**config.mk**
```make
export PLATFORM = sky130hd
export DESIGN_NAME = psg_write_controller_flat
export DESIGN_NICKNAME = d
export VERILOG_FILES = /design/src/rtl/psg_write_controller_if.sv /design/src/rtl/psg_write_controller.sv /design/src/flat_wrapper.sv
export SDC_FILE = /design/constraint.sdc
export NUM_CORES = 1
export LEC_CHECK = 0
export ABC_AREA = 1
export CORE_MARGIN = 1
export CORE_UTILIZATION = 50
export CTS_CLUSTER_SIZE = 25
export DETAILED_ROUTE_END_ITERATION = 16
export HOLD_SLACK_MARGIN = 0.05
export PLACE_DENSITY = 0.82
export SLEW_MARGIN = 20
export SYNTH_ARGS = -nofsm -noshare
export SYNTH_HDL_FRONTEND = slang
export SYNTH_SLANG_ARGS = --single-unit
export TNS_END_PERCENT = 10
```
**constraint.sdc**
```tcl
create_clock -name i_clk -period 2.7 [get_ports i_clk]
set_input_delay 0.54 -clock i_clk [delete_from_list [all_inputs] [get_ports i_clk]]
set_output_delay 0.54 -clock i_clk [all_outputs]
set_load 0.05 [all_outputs]
```
**src/rtl/psg_write_controller_if.sv**
```systemverilog
// ----------------------------------------------------------------------------
// psg_write_controller_if
// Host-side write bus of the PSG control-register file.
//   data  : command byte, held stable by the host from we_n fall until ready rises
//   we_n  : asynchronous active-low write strobe
//   ready : high when the controller is idle and can accept a write
// Modports:
//   master : host side (drives data/we_n, observes ready)
//   slave  : controller side (observes data/we_n, drives ready)
// ----------------------------------------------------------------------------
interface psg_write_controller_if;
    logic [7:0] data;
    logic       we_n;
    logic       ready;

    modport master (output data, output we_n, input ready);
    modport slave  (input data, input we_n, output ready);
endinterface

```
**src/rtl/psg_write_controller.sv**
```systemverilog
// ----------------------------------------------------------------------------
// psg_write_controller
// Host write interface and control-register file for an SN76489-compatible
// PSG. Decodes latch/data command bytes from an asynchronous write strobe and
// holds the attenuation, tone-period and noise-control registers.
//
// Parameters:
//   BUSY_CYCLES   : cycles ready stays low after a write is committed (>=1)
// Ports:
//   i_clk         : system clock
//   i_rst_n       : asynchronous active-low reset
//   host          : host write bus (data, we_n, ready), slave side
//   o_attn        : attenuation {ch3,ch2,ch1,ch0}, 4 bits each (ch3 = noise)
//   o_tone_freq   : tone periods {t2,t1,t0}, 10 bits each
//   o_noise_ctrl  : bit2 = white/periodic, bits1:0 = rate
//   o_noise_reset : one-cycle pulse on every noise-control write
// ----------------------------------------------------------------------------
module psg_write_controller #(
    parameter int unsigned BUSY_CYCLES = 32
) (
    input  logic                    i_clk,
    input  logic                    i_rst_n,
    psg_write_controller_if.slave   host,
    output logic [15:0]             o_attn,
    output logic [29:0]             o_tone_freq,
    output logic [2:0]              o_noise_ctrl,
    output logic                    o_noise_reset
);

    localparam int unsigned    CNT_W    = (BUSY_CYCLES > 1) ? $clog2(BUSY_CYCLES) : 1;
    localparam logic [CNT_W-1:0] CNT_LOAD = CNT_W'(BUSY_CYCLES - 1);

    typedef enum logic [1:0] {
        S_IDLE,
        S_COMMIT,
        S_BUSY,
        S_WAIT_RELEASE
    } state_t;

    state_t           r_state;
    logic             r_s1;
    logic             r_s2;
    logic             r_s2_d;
    logic [7:0]       r_byte;
    logic [1:0]       r_ch;
    logic             r_vol;
    logic [CNT_W-1:0] r_cnt;
    logic             r_ready;
    logic [15:0]      r_attn;
    logic [29:0]      r_tone;
    logic [2:0]       r_noise_ctrl;
    logic             r_noise_reset;

    logic             w_write_edge;
    logic             w_is_latch;
    logic [1:0]       w_ch;
    logic             w_vol;
    logic [4:0]       w_tone_lo;

    // Synchronizer resets to 1 so a strobe held low across reset release
    // still produces exactly one falling edge.
    always_ff @(posedge i_clk or negedge i_rst_n) begin
        if (!i_rst_n) begin
            r_s1   <= 1'b1;
            r_s2   <= 1'b1;
            r_s2_d <= 1'b1;
        end else begin
            r_s1   <= host.we_n;
            r_s2   <= r_s1;
            r_s2_d <= r_s2;
        end
    end

    assign w_write_edge = ~r_s2 & r_s2_d;

    // A latch byte carries its own channel/type; a data byte reuses the
    // previously latched ones.
    assign w_is_latch = r_byte[7];
    assign w_ch       = w_is_latch ? r_byte[6:5] : r_ch;
    assign w_vol      = w_is_latch ? r_byte[4]   : r_vol;

    always_comb begin
        w_tone_lo = 5'd0;
        case (w_ch)
            2'd1:    w_tone_lo = 5'd10;
            2'd2:    w_tone_lo = 5'd20;
            default: w_tone_lo = 5'd0;
        endcase
    end

    always_ff @(posedge i_clk or negedge i_rst_n) begin
        if (!i_rst_n) begin
            r_state       <= S_IDLE;
            r_byte        <= '0;
            r_ch          <= '0;
            r_vol         <= 1'b0;
            r_cnt         <= '0;
            r_ready       <= 1'b1;
            r_attn        <= '1;
            r_tone        <= '0;
            r_noise_ctrl  <= '0;
            r_noise_reset <= 1'b0;
        end else begin
            r_noise_reset <= 1'b0;
            case (r_state)
                S_IDLE: begin
                    if (w_write_edge) begin
                        r_byte  <= host.data;
                        r_ready <= 1'b0;
                        r_state <= S_COMMIT;
                    end
                end
                S_COMMIT: begin
                    if (w_is_latch) begin
                        r_ch  <= r_byte[6:5];
                        r_vol <= r_byte[4];
                    end
                    if (w_vol) begin
                        r_attn[{w_ch, 2'b00} +: 4] <= r_byte[3:0];
                    end else if (w_ch == 2'd3) begin
                        r_noise_ctrl  <= r_byte[2:0];
                        r_noise_reset <= 1'b1;
                    end else if (w_is_latch) begin
                        r_tone[w_tone_lo +: 4] <= r_byte[3:0];
                    end else begin
                        r_tone[(w_tone_lo + 5'd4) +: 6] <= r_byte[5:0];
                    end
                    r_cnt   <= CNT_LOAD;
                    r_state <= S_BUSY;
                end
                S_BUSY: begin
                    if (r_cnt == '0) begin
                        if (r_s2) begin
                            r_ready <= 1'b1;
                            r_state <= S_IDLE;
                        end else begin
                            r_state <= S_WAIT_RELEASE;
                        end
                    end else begin
                        r_cnt <= r_cnt - CNT_W'(1);
                    end
                end
                S_WAIT_RELEASE: begin
                    if (r_s2) begin
                        r_ready <= 1'b1;
                        r_state <= S_IDLE;
                    end
                end
                default: begin
                    r_ready <= 1'b1;
                    r_state <= S_IDLE;
                end
            endcase
        end
    end

    assign host.ready    = r_ready;
    assign o_attn        = r_attn;
    assign o_tone_freq   = r_tone;
    assign o_noise_ctrl  = r_noise_ctrl;
    assign o_noise_reset = r_noise_reset;

endmodule

```
**src/flat_wrapper.sv**
```systemverilog
// flat-port wrapper written by rule: the top's interface ports become plain ports
module psg_write_controller_flat 
#(
    parameter int unsigned BUSY_CYCLES = 32
)
  (i_clk, i_rst_n, o_attn, o_tone_freq, o_noise_ctrl, o_noise_reset, host_data, host_we_n, host_ready);
  psg_write_controller_if host_i ();
  input  logic i_clk;
  input  logic i_rst_n;
  output logic [15:0] o_attn;
  output logic [29:0] o_tone_freq;
  output logic [2:0] o_noise_ctrl;
  output logic o_noise_reset;
  input wire logic [$bits(host_i.data)-1:0] host_data;
  input wire logic [$bits(host_i.we_n)-1:0] host_we_n;
  output wire logic [$bits(host_i.ready)-1:0] host_ready;
  assign host_i.data = host_data;
  assign host_i.we_n = host_we_n;
  assign host_ready = host_i.ready;
  psg_write_controller #(.BUSY_CYCLES(BUSY_CYCLES)) u_core (.i_clk(i_clk), .i_rst_n(i_rst_n), .host(host_i), .o_attn(o_attn), .o_tone_freq(o_tone_freq), .o_noise_ctrl(o_noise_ctrl), .o_noise_reset(o_noise_reset));
endmodule
```
==> impl_metrics.tcl <==
set metrics [dict create \
    status "complete, no violations" \
    syn-num-nets 524 \
    grt_remaining_overflow 0 \
    cts.repair.resized 0 \
    start_util_pct 52.7 \
    drtIter0Drc 202 \
    crit_path_end_kind "register" \
    rows 31 \
    io_buffer_count 61 \
    finalHoldViolations 0 \
    hpwlAfterDp_um 7150 \
    dr.pass1.iters 5 \
    grt_pass1_vias 3560 \
    cts_tree "done" \
    yosys_warnings 0 \
    syn_area_um2 3890 \
    drive_gt1_share_pct 13.7 \
    fin_util_pct 64.7 \
    irDropWorstVdd_v 0.000811 \
    cpLargestDelayFamily "simple AND/OR/NAND/NOR gates" \
    synth-seq-cells 72 \
    nNetsFinal 590 \
    cp_cell_sequence "inv_2, or2_1, o21a_1, inv_1, ha_1, nand2_1, o21ai_0, nand2_1, inv_1, nand2_1, nand2_1" \
    grt_usage_pct 25.7 \
    antenna_found_initial 0 \
    core-area_um2 7370 \
    post_drt_via_cell_ratio 5.28 \
    die_x_um 90.2 \
    cts_hold_buffers 0 \
    startpoint_type "register" \
    cp_data_required_time_ns 2.99 \
    n_antenna_cell 0 \
    wl_per_cell_um 14.4 \
    setup_viol 0 \
    slowest_delay_ns 0.49 \
    slowest_stage "ha_1" \
    fin_tns_setup_ns 0 \
    leakage_nw 2.34 \
    drv_slew 0 \
    fmax_mhz 416 \
    cts_made_buffers 9 \
    rsz0062_at_grt "no" \
    ioPinCount 62 \
    timing_worst_setup_path_type "register to register" \
    crit_arrival_ns 2.70 \
    skew_ns 0.00533 \
    crit_buf_inv 3 \
    path_max_fanout 10 \
    route.detailed.drc 0 \
    synth_cell_type_count 28 \
    relSlewSlack_pct 56.7 \
    area_growth_pct 22.8 \
    grt_pass1_wl_um 16700 \
    fill_cells 636 \
    cts_sinks 72 \
    max_cap_violations 0 \
    place_congestion 0.882 \
    h-tree-depth 3 \
    die-area_um2 8130 \
    ys_seq_area_share_pct 47.0 \
    postCtsSetupRepairBufs 0 \
    ctsRootBufferMaster "clkbuf_8" \
    grt_max_degree 46 \
    powerDensity_nw_per_um2 1410 \
    synthesis.instances 504 \
    ant_nets 0 \
    routed-via-count 3562 \
    path_clk_slew_ns 0.08 \
    clock_path_buffers 2 \
    worstHoldPathType "input port to async pin" \
    dieHeight_um 90.2 \
    fin_crit_ns 2.41 \
    cp_common_cell "nand2_1" \
    wirelength_um 9740 \
    final.period_utilization_pct 89.1 \
    clock_latency_ns 0.34 \
    post_synth.cell_area_avg_um2 7.71 \
    tightest_slew_ns 0.650 \
]
[state kept, by name (all words and copies together) (netlist names)]
register              cells
u_core.r_s1               1
u_core.host.ready         1
u_core.r_vol              1
u_core.o_tone_freq       30
u_core.r_byte             8
u_core.o_attn            16
u_core.o_noise_ctrl       3
u_core.r_s2_d             1
u_core.r_cnt              5
u_core.o_noise_reset      1
u_core.r_s2               1
u_core.r_ch               2
u_core.r_state            2
[report_power, final]
part | switching (mW) | leakage, nW | internal, mW
combinational | 2.93 | 1.36 | 1.17
sequential | 0.272 | 0.884 | 1.46
clock | 0.410 | 0.101 | 0.457
total | 3.61 | 2.34 | 3.09
[through the flow]
step / hold slack [ns] / power [mW] / setup slack, ns / cells / cell area, um^2
after detailed placement: 0.354 / 5.79 / 0.252 / 658 / 4570
final: 0.220 / 6.70 / 0.293 / 674 / 4770
after global routing: 0.271 / 7.19 / 0.0521 / 674 / 4770
after floorplan: 0.244 / 4.70 / 0.574 / 504 / 3890
after CTS: 0.228 / 6.67 / 0.232 / 674 / 4770
after global placement: 0.346 / 5.74 / 0.347 / 658 / 4570
[worst register-to-register path, delay by kind of cell (launching register included)]
kind | cells | cell delay (ns)
simple gates | 5 | 0.70
fa+ha+maj | 1 | 0.49
compound gates | 2 | 0.44
flops | 1 | 0.44
buf+inv | 3 | 0.30
[final cells by class]
type	count	area, um^2	area share (%)
Sequential cell	72	1830	38.3
Multi-Input combinational cell	375	1780	37.3
Timing Repair Buffer	70	686	14.4
Inverter	42	158	3.30
Clock buffer	12	145	3.04
Tap cell	99	124	2.60
Clock inverter	4	52.6	1.10
[synth_stat cells]
cell type / number / area (um^2)
nand2_1: 201 / 754
dfrtp_1: 52 / 1300
nor2_1: 41 / 154
o21ai_0: 35 / 175
inv_1: 34 / 128
nand3_1: 24 / 120
dfstp_2: 20 / 526
nand4_1: 14 / 87.6
a21oi_1: 12 / 60.1
ha_1: 9 / 113
nand2_2: 9 / 56.3
inv_2: 7 / 26.3
buf_6: 6 / 67.6
buf_4: 5 / 37.5
o21ai_1: 5 / 25.0
buf_2: 4 / 20.0
nor2_2: 4 / 25.0
nor3_1: 4 / 20.0
mux2_2: 3 / 33.8
nand3_2: 3 / 30.0
nor2_4: 3 / 33.8
nor3_4: 2 / 32.5
o21a_1: 2 / 15.0
clkinv_1: 1 / 3.75
nand2_4: 1 / 11.3
nand3_4: 1 / 17.5
or2_1: 1 / 6.26
or2_2: 1 / 6.26
[kinds of logic after synthesis]
logic type                 after synthesis  synth area share, %
and+or+nand+nor                        309                 34.9
DFF                                     72                 47.0
buffers and inverters                   57                 7.28
AOI/OAI and AO/OA                       54                 7.08
adders and majority gates                9                 2.90
muxes                                    3                0.869
[final timing paths]
kind                                  start                      to  cells past startpoint  slack [ns]
max                        u_core.r_byte[7]  u_core.o_tone_freq[21]                     11        0.29
min                                 i_rst_n  u_core.o_tone_freq[18]                      1        0.22
max reg2reg                u_core.r_byte[7]  u_core.o_tone_freq[21]                     11        0.29
min reg2reg                     u_core.r_s1             u_core.r_s2                      0        0.36
max in group asynchronous           i_rst_n        u_core.o_attn[5]                      2        1.76
min in group i_clk              u_core.r_s1             u_core.r_s2                      0        0.36
[layout by cell type (no fill, tap or decap), types with 4 or more instances in the layout]
master             n
nand4_1           14
ha_1               8
inv_1             34
o21ai_1            5
dfrtp_1           52
inv_2              7
nor2_1            41
dfstp_2           20
nor3_1             4
nand2_1          201
nand2_2            9
o21ai_0           35
clkbuf_8          10
a21oi_1           12
clkdlybuf4s50_1   60
nor2_2             4
buf_4              8
nand3_1           24
[routing by layer]
metal | track usage, % | vias to the layer above | wire [um]
li1 | - | 1730 | -
met1 | 31.4 | 1710 | 4180
met2 | 45.0 | 102 | 4840
met3 | 4.82 | 20 | 485
met4 | 9.81 | 0 | 236
met5 | 0 | - | 0
(Power assumes the default switching activity.)
==> patch (same flow settings) <==
`BUSY_CYCLES` is set to 32 in 2 places; all go to 128.
--- a/src/rtl/psg_write_controller.sv
+++ b/src/rtl/psg_write_controller.sv
@@ -16,7 +16,7 @@
 //   o_noise_reset : one-cycle pulse on every noise-control write
 // ----------------------------------------------------------------------------
 module psg_write_controller #(
-    parameter int unsigned BUSY_CYCLES = 32
+    parameter int unsigned BUSY_CYCLES = 128
 ) (
     input  logic                    i_clk,
     input  logic                    i_rst_n,
--- a/src/flat_wrapper.sv
+++ b/src/flat_wrapper.sv
@@ -1,7 +1,7 @@
 // flat-port wrapper written by rule: the top's interface ports become plain ports
 module psg_write_controller_flat 
 #(
-    parameter int unsigned BUSY_CYCLES = 32
+    parameter int unsigned BUSY_CYCLES = 128
 )
   (i_clk, i_rst_n, o_attn, o_tone_freq, o_noise_ctrl, o_noise_reset, host_data, host_we_n, host_ready);
   psg_write_controller_if host_i ();
Function: no difference found for any inputs over 4 cycles, from zero or initial values and one cycle with i_rst_n low; that may be too few to reach the edited logic, so the function may still have changed.
==> patch against the original RTL <==
Setup slack worse by 0.086 ns; synthesized area shrank 2.0%; wire length is 1.1% higher; via count is 1.2% higher; final area rose by 0.52%; critical path type unchanged; worst hold slack got worse by 0.018 ns; highest routed layer unchanged; fmax decreased by 3.4%; die area is 2.0% lower; sequential share of layout area grew 0.87 points; sequential cell count grew 2.
Power is not shown: default switching activity piles up to over one toggle a cycle in this logic, so the estimate is an artifact.
==> patch: results (changes against the original RTL) <==
[status]
outcome=complete, no violations  ; unchanged

[cells_and_area]
final-instance-count-excl-fill=681  ; was 674
finish.net_count=597  ; was 590
layout.filler_cells=638  ; was 636
layout_cell_share_with_drive_strength_beyond_1_pct=9.278  ; was 13.74%

[worst_setup_path]
delay_contributed_by_the_slowest_stage_of_the_critical_path_ns=0.45  ; was 0.49 ns
r2r_cells=12  ; was 11
timing.critical_path.slowest_stage_cell=sky130_fd_sc_hd__dfrtp_2  ; was sky130_fd_sc_hd__ha_1
timing.rr.end=u_core.o_tone_freq[4]  ; was u_core.o_tone_freq[21]
arrival_ns=2.74  ; was 2.70 ns

[grt]
grt.met1_usage_pct=37.10  ; was 31.37%
grt.met3_usage_pct=4.894  ; was 4.822%
m2_gr_usage_pct=44.14  ; was 44.97%
gr-usage-all-layers_pct=27.59  ; was 25.72%
first_global_vias=3455  ; was 3560
grt_start_max_net_pins=75  ; was 46
grt_first_pass_wirelength_mm=16.48  ; was 16.70 mm

[yosys]
synth_compound_area_share_pct=7.983  ; was 7.083%
ys.warnings.count=0  ; unchanged
synth_top_cells_by_area=sky130_fd_sc_hd__dfrtp_1 35%, sky130_fd_sc_hd__nand2_1 19%, sky130_fd_sc_hd__dfstp_2 14%  ; was sky130_fd_sc_hd__dfrtp_1 33%, sky130_fd_sc_hd__nand2_1 19%, sky130_fd_sc_hd__dfstp_2 14%
synth.lib_cells_used.distinct=27  ; was 28
yosys-top-cells-count=190 x sky130_fd_sc_hd__nand2_1, 54 x sky130_fd_sc_hd__dfrtp_1, 51 x sky130_fd_sc_hd__nor2_1, 49 x sky130_fd_sc_hd__nand3_1  ; was 201 x sky130_fd_sc_hd__nand2_1, 52 x sky130_fd_sc_hd__dfrtp_1, 41 x sky130_fd_sc_hd__nor2_1, 35 x sky130_fd_sc_hd__o21ai_0, 34 x sky130_fd_sc_hd__inv_1
synthesis.instances=507  ; was 504
syn-num-nets=527  ; was 524
synth-seq-area-share_pct=49.28  ; was 47.01%
synth_adder_area_share_pct=2.957  ; was 2.898%
share_of_cell_area_taken_by_muxes_after_synthesis_pct=0.2957  ; was 0.8693%

[route]
drt-initial-drc-count=250  ; was 202
detailed_routed_wire_length_on_met3_um=617  ; was 485 um
wl_met2_mm=4.552  ; was 4.836 mm
routedLengthMet1_mm=4.444  ; was 4.177 mm
route.vias.total=3605  ; was 3562

[placement]
placement.setup.worst_slack_ns=0.1651  ; was 0.2522 ns
dpl.hpwl_mm=7.379  ; was 7.155 mm
place.detailed.instances=665  ; was 658
gpl.final_weighted_congestion=0.9392  ; was 0.8821
dpl-instance-area_um2=4556  ; was 4571 um2

[clocking]
maximum_root_to_sink_buffer_count=2  ; unchanged

[sta]
clock-skew-final_ns=0.01126  ; was 0.005331 ns
worst_hold_slack_ns=0.2023  ; was 0.2204 ns
timing.final.ws_setup_ns=0.2076  ; was 0.2935 ns
worstMarginPinSlew_ns=0.6150  ; was 0.6501 ns

-- patch: changes by cell type after synthesis, moves of 5 or more --
cell                      before  now
sky130_fd_sc_hd__o21ai_1       5    0
sky130_fd_sc_hd__inv_2         7    0
sky130_fd_sc_hd__inv_1        34   45
sky130_fd_sc_hd__nand4_1      14    9
sky130_fd_sc_hd__buf_6         6    1
sky130_fd_sc_hd__o21ai_0      35   45
sky130_fd_sc_hd__nand3_1      24   49
sky130_fd_sc_hd__nand2_1     201  190
sky130_fd_sc_hd__nand2_2       9    1
sky130_fd_sc_hd__nor2_1       41   51
-- patch: area by class of cell --
| type | count | area, um2 | share of cell area (%) |
|---|---|---|---|
| sequential | 74 | 1878 | 39.16 |
| multi-input combinational | 374 | 1682 | 35.06 |
| timing repair buffer | 72 | 700.7 | 14.61 |
| inverter | 46 | 172.7 | 3.600 |
| clock buffer | 13 | 170.2 | 3.548 |
| tap | 99 | 123.9 | 2.583 |
| clock inverter | 3 | 68.82 | 1.435 |
